### config.mk
export PLATFORM = sky130hd
export DESIGN_NAME = dds_sweep_ctrl
export DESIGN_NICKNAME = d
export VERILOG_FILES = /design/src/rtl/dds_sweep_ctrl.sv
export SDC_FILE = /design/constraint.sdc
export NUM_CORES = 1
export LEC_CHECK = 0
export BUFFER_PORTS_ARGS = -buffer_cell sky130_fd_sc_hd__buf_4
export CORE_MARGIN = 5
export CORE_UTILIZATION = 55
export CTS_CLUSTER_DIAMETER = 50
export DETAILED_ROUTE_END_ITERATION = 8
export HOLD_SLACK_MARGIN = 0.12
export PLACE_DENSITY = 0.83
export SETUP_SLACK_MARGIN = 0.1
export SYNTH_ARGS = -nofsm -noshare
export SYNTH_HDL_FRONTEND = slang
export SYNTH_SLANG_ARGS = --single-unit
export TNS_END_PERCENT = 100
### constraint.sdc
create_clock -name sys_clk -period 10 [get_ports sys_clk]
set_input_delay 2.5 -clock sys_clk [delete_from_list [all_inputs] [get_ports sys_clk]]
set_output_delay 2.5 -clock sys_clk [all_outputs]
set_load 0.005 [all_outputs]
### src/rtl/dds_sweep_ctrl.sv
// Frequency-sweep controller for a DDS: steps a tuning word between FSTART and FSTOP
// with a programmable dwell, and drives the phase accumulator that addresses the wave ROM.
module dds_sweep_ctrl #(
    parameter int ACC_W   = 32,
    parameter int ADDR_W  = 14,
    parameter int DWELL_W = 24
) (
    input  logic              sys_clk,
    input  logic              sys_rst_n,
    input  logic              cfg_wr,
    input  logic [2:0]        cfg_addr,
    input  logic [31:0]       cfg_wdata,
    input  logic              start,
    input  logic              stop,
    output logic [ACC_W-1:0]  ftw,
    output logic [ADDR_W-1:0] rom_addr,
    output logic [1:0]        wave_sel,
    output logic              busy,
    output logic              done
);

    typedef enum logic {IDLE, RUN} state_t;

    localparam logic [2:0] A_FSTART = 3'd0;
    localparam logic [2:0] A_FSTOP  = 3'd1;
    localparam logic [2:0] A_FSTEP  = 3'd2;
    localparam logic [2:0] A_DWELL  = 3'd3;
    localparam logic [2:0] A_CTRL   = 3'd4;

    state_t             state, state_nxt;
    logic [ACC_W-1:0]   fstart, fstop, fstep;
    logic [DWELL_W-1:0] dwell;
    logic [3:0]         ctrl;
    logic [ACC_W-1:0]   acc;
    logic [ACC_W-1:0]   ftw_nxt;
    logic [DWELL_W-1:0] dwell_cnt, dwell_cnt_nxt;
    logic               dir_down, dir_down_nxt;
    logic               done_nxt;

    logic [ACC_W-1:0]   step_eff;
    logic [DWELL_W-1:0] dwell_last;
    logic [ACC_W:0]     up_sum, down_floor;
    logic [ACC_W-1:0]   up_val, down_val;
    logic               cont, bidir, step_evt;

    assign cont     = ctrl[2];
    assign bidir    = ctrl[3];
    assign wave_sel = ctrl[1:0];
    assign busy     = (state == RUN);

    // Sweep limits are frozen during a run; CTRL stays live so mode bits can change mid-sweep.
    always_ff @(posedge sys_clk or negedge sys_rst_n) begin
        if (!sys_rst_n) begin
            fstart <= '0;
            fstop  <= '0;
            fstep  <= ACC_W'(1);
            dwell  <= DWELL_W'(1);
            ctrl   <= '0;
        end else if (cfg_wr) begin
            if (cfg_addr == A_CTRL) begin
                ctrl <= cfg_wdata[3:0];
            end else if (state != RUN) begin
                case (cfg_addr)
                    A_FSTART: fstart <= ACC_W'(cfg_wdata);
                    A_FSTOP:  fstop  <= ACC_W'(cfg_wdata);
                    A_FSTEP:  fstep  <= ACC_W'(cfg_wdata);
                    A_DWELL:  dwell  <= DWELL_W'(cfg_wdata);
                    default:  ;
                endcase
            end
        end
    end

    // Zero step/dwell behave as one; sums are one bit wider so the clamp never sees a wrap.
    always_comb begin
        step_eff   = (fstep == '0) ? ACC_W'(1) : fstep;
        dwell_last = (dwell == '0) ? '0 : dwell - DWELL_W'(1);
        step_evt   = (dwell_cnt >= dwell_last);
        up_sum     = {1'b0, ftw} + {1'b0, step_eff};
        up_val     = (up_sum >= {1'b0, fstop}) ? fstop : up_sum[ACC_W-1:0];
        down_floor = {1'b0, fstart} + {1'b0, step_eff};
        down_val   = ({1'b0, ftw} < down_floor) ? fstart : ftw - step_eff;
    end

    always_comb begin
        state_nxt     = state;
        ftw_nxt       = ftw;
        dwell_cnt_nxt = dwell_cnt;
        dir_down_nxt  = dir_down;
        done_nxt      = 1'b0;
        case (state)
            IDLE: begin
                if (start && !stop) begin
                    state_nxt     = RUN;
                    ftw_nxt       = fstart;
                    dwell_cnt_nxt = '0;
                    dir_down_nxt  = 1'b0;
                end
            end
            RUN: begin
                if (stop) begin
                    state_nxt     = IDLE;
                    dwell_cnt_nxt = '0;
                end else if (!step_evt) begin
                    dwell_cnt_nxt = dwell_cnt + DWELL_W'(1);
                end else begin
                    dwell_cnt_nxt = '0;
                    // An empty range pins ftw at FSTART; only single mode terminates.
                    if (fstop <= fstart) begin
                        if (!cont && !bidir) begin
                            state_nxt = IDLE;
                            done_nxt  = 1'b1;
                        end
                    end else if (!dir_down) begin
                        if (ftw >= fstop) begin
                            if (bidir) begin
                                dir_down_nxt = 1'b1;
                                ftw_nxt      = down_val;
                            end else if (cont) begin
                                ftw_nxt = fstart;
                            end else begin
                                state_nxt = IDLE;
                                done_nxt  = 1'b1;
                            end
                        end else begin
                            ftw_nxt = up_val;
                        end
                    end else begin
                        if (ftw <= fstart) begin
                            if (cont) begin
                                dir_down_nxt = 1'b0;
                                ftw_nxt      = up_val;
                            end else begin
                                state_nxt = IDLE;
                                done_nxt  = 1'b1;
                            end
                        end else begin
                            ftw_nxt = down_val;
                        end
                    end
                end
            end
            default: state_nxt = IDLE;
        endcase
    end

    always_ff @(posedge sys_clk or negedge sys_rst_n) begin
        if (!sys_rst_n) begin
            state     <= IDLE;
            ftw       <= '0;
            dwell_cnt <= '0;
            dir_down  <= 1'b0;
            done      <= 1'b0;
        end else begin
            state     <= state_nxt;
            ftw       <= ftw_nxt;
            dwell_cnt <= dwell_cnt_nxt;
            dir_down  <= dir_down_nxt;
            done      <= done_nxt;
        end
    end

    // The accumulator reads the registered ftw, so a new tuning word lands one cycle later.
    always_ff @(posedge sys_clk or negedge sys_rst_n) begin
        if (!sys_rst_n) begin
            acc      <= '0;
            rom_addr <= '0;
        end else begin
            acc      <= acc + ftw;
            rom_addr <= acc[ACC_W-1 -: ADDR_W];
        end
    end

endmodule

==> results_dict.tcl <==
set metrics [dict create \
    status "complete, no violations" \
    route.detailed.drc 0 \
    gp_congestion 1.01 \
    grt_pass1_wl_mm 115 \
    die_w_um 205 \
    slew_viol_final 0 \
    detail-route-antenna-nets 0 \
    syn_area_per_cell_um2 8.70 \
    multiInputGateArea_um2 14200 \
    routed_wl_mm 76.4 \
    hold_viol 0 \
    netlist_area_um2 21000 \
    core_area_um2 37700 \
    ys_types 109 \
    ys_async_sr_fraction_pct 100 \
    hp-start "acc[26]" \
    drive_gt1_share_pct 12.8 \
    wire_per_inst_um 25.5 \
    synth_nets 2764 \
    start_kind "flip-flop" \
    clock_tree.buffer_depth 3 \
    grt_start_max_net_pins 128 \
    viasPerCell 6.63 \
    grt_pass1_vias 19300 \
    finalNetCount 2806 \
    fin_cells 2991 \
    critPathKind "reg -> reg" \
    ctsResizeCount 0 \
    critPathTopFamily "compound AO/OA/AOI/OAI gates" \
    num_vias 19800 \
    crit_buf_inv 1 \
    critPathMaxFanout 28 \
    endpoint_kind "flip-flop" \
    p_leak_nw 10.8 \
    crit_path_top_delay_cell "nand2_2" \
    place.detailed.instances 2920 \
    syn_to_final_growth_pct 11.5 \
    final.setup.tns_ns 0 \
    yosys_register_bits 229 \
    dr.pass1.iters 6 \
    drtIter0Drc 2137 \
    ff_latch_area_um2 5730 \
    cp_num_cells 27 \
    final.fill_count 3327 \
    overflow 0 \
    hold_depth 0 \
    num_rows 71 \
    cts_made_buffers 39 \
    finClkSkew_ns 0.0311 \
    synth_warnings 0 \
    min_path_type "reg -> reg" \
    critPathMaxStageDelay_ns 0.70 \
    grt_setup_unrepaired "no" \
    cts_tree "built" \
    worst_pin_slew_ns 1.07 \
    dp.final_hpwl_mm 58.0 \
    fp.dieH_um 205 \
    synth_edf_count 0 \
    clock-sinks 229 \
    h-tree-depth 2 \
    cp-startpoint "fstep[17]" \
    finalSetupViolations 0 \
    synth_ff_type "dfrtp_1" \
    synth_cells 2408 \
    pin_count 90 \
    finalCritPeriodShare_pct 81.9 \
    fin_crit_ns 8.19 \
    hold_buffers 0 \
    rr_startpoint "fstep[17]" \
    cts_setup_buffers 0 \
    ff2ff_path_depth 27 \
    grt_usage_pct 35.6 \
    cts-root-buf "clkbuf_16" \
    ys_seq_area_share_pct 27.4 \
    slew_headroom_pct 27.8 \
    cp_data_required_time_ns 10.42 \
    crit_arrival_ns 8.61 \
    initial_core_util_pct 55.6 \
    cap_violations 0 \
    clkLatencyLatePin_ns 0.57 \
    path_clk_slew_ns 0.06 \
    power.density_nw_per_um2 410 \
    max_freq_ghz 0.122 \
    vdd_drop_max_mv 0.247 \
    dieArea_um2 42100 \
    portBuffers 89 \
    antenna_found_initial 0 \
    antenna_cells 0 \
]
## registers in the layout (all words and copies together) (netlist names)
name	flops
fstop	32
dwell_cnt	24
fstart	32
acc	32
dwell	24
fstep	32
rom_addr	14
ctrl	4
busy	1
ftw	32
done	1
dir_down	1
## layer usage
metal / GRT usage (%) / up-vias / wire, um
met5: 0 / - / 0
met4: 15.4 / 0 / 3600
met3: 6.67 / 247 / 7430
met2: 54.4 / 1038 / 32800
met1: 49.7 / 9680 / 32500
li1: - / 8868 / -
## synth_stat cells, types with 5 or more instances
master     instances  share of area [%]
a2111oi_0          6               0.25
a211o_1           10               0.42
a211oi_1          32                1.1
a21boi_0           6               0.21
a21o_1            52                1.9
a21oi_1          181                4.3
a221oi_1           7               0.29
a31oi_1           15               0.45
a41oi_1            5               0.21
and2_1            13               0.39
and3_1            27               0.81
and4_1             6               0.25
buf_2             22               0.53
clkbuf_1          72                1.3
dfrtp_1          227                 27
ha_1             312                 19
inv_1            148                2.7
inv_2              8               0.14
mux2_2            96                5.2
mux2i_1           17               0.81
nand2_1          178                3.2
nand2b_1          41                1.2
nand3_1           55                1.3
nand3b_1           6               0.21
nand4_1           33               0.99
nor2_1           172                3.1
nor2b_1           29               0.87
nor3_1            56                1.3
nor3b_1            8               0.29
nor4_1            31               0.93
o211ai_1          26               0.93
o21a_1            21               0.75
o21ai_0          146                3.5
o21ai_1           31               0.74
o21bai_1          20               0.72
o221ai_1           5               0.21
o22ai_1            6               0.18
o31ai_1           23               0.82
o32a_1             5               0.24
o41ai_1            6               0.25
or3_1             12               0.36
xnor2_1           82                3.4
xor2_1            40                1.7
## report_power, final
group / internal, mW / switching (mW) / leakage [nW]
logic: 2.47 / 3.90 / 7.34
registers: 1.23 / 0.527 / 2.79
clock network: 0.908 / 0.549 / 0.675
## cell type report
class	count	share of cell area (%)
Multi-Input combinational cell	1918	60.8
Sequential cell	229	24.5
Clock buffer	48	4.58
Timing Repair Buffer	104	3.37
Tap cell	511	2.74
Inverter	158	2.54
Clock inverter	23	1.39
## logic make-up (layout without fill, tap and decap cells)
| kind of cell | after synthesis | in the layout | share of synthesized area (%) |
|---|---|---|---|
| compound gates | 677 | 677 | 21.4 |
| buf+inv | 261 | 333 | 4.94 |
| fa+ha+maj | 316 | 316 | 19.0 |
| xor+xnor | 122 | 122 | 5.10 |
| simple gates | 690 | 690 | 16.2 |
| mux | 113 | 113 | 5.97 |
| flops | 229 | 229 | 27.4 |
## final timing paths
check | slack, ns | end
setup / recovery | 1.81 | ftw[8]
hold / removal | 0.39 | rom_addr[8]
setup reg to reg | 1.81 | ftw[8]
hold reg to reg | 0.39 | rom_addr[8]
max in group asynchronous | 6.47 | rom_addr[13]
min in group asynchronous | 2.07 | fstop[4]
## stage by stage
step	instance area [um2]	power, mW	utilization, %	setup WS [ns]	hold WS, ns
2_1_floorplan	21000	5.92	-	4.60	0.357
3_3_place_gp	22000	7.73	58.3	2.32	0.368
3_5_place_dp	22000	7.86	58.3	2.19	0.367
4_1_cts	23400	9.39	62.0	2.15	0.392
5_1_grt	23400	10.2	62.0	1.56	0.396
6_report	23400	9.58	62.0	1.81	0.389
## cell usage in the layout (no fill, tap or decap), types with 8 or more instances in the layout
| cell | n |
|---|---|
| clkbuf_16 | 40 |
| inv_2 | 8 |
| nor3_1 | 56 |
| a211o_1 | 10 |
| o21a_1 | 21 |
| nor2_1 | 171 |
| or3_1 | 12 |
| and3_1 | 27 |
| xor2_1 | 40 |
| xnor2_1 | 82 |
| nand4_1 | 33 |
| nor4_1 | 30 |
| nand2b_1 | 41 |
| inv_6 | 8 |
| a31oi_1 | 15 |
| a211oi_1 | 32 |
| o211ai_1 | 26 |
| nor2b_1 | 29 |
| ha_1 | 312 |
| o21ai_0 | 146 |
| nand2_1 | 178 |
| o21ai_1 | 30 |
| nand3_1 | 55 |
| mux2_2 | 96 |
| a21o_1 | 52 |
| and2_1 | 13 |
| o31ai_1 | 23 |
| dfrtp_1 | 227 |
| mux2i_1 | 17 |
| inv_1 | 148 |
| o21bai_1 | 20 |
| nor3b_1 | 8 |
| buf_4 | 103 |
| a21oi_1 | 181 |
Note: power is estimated with default switching activity, not from simulation.
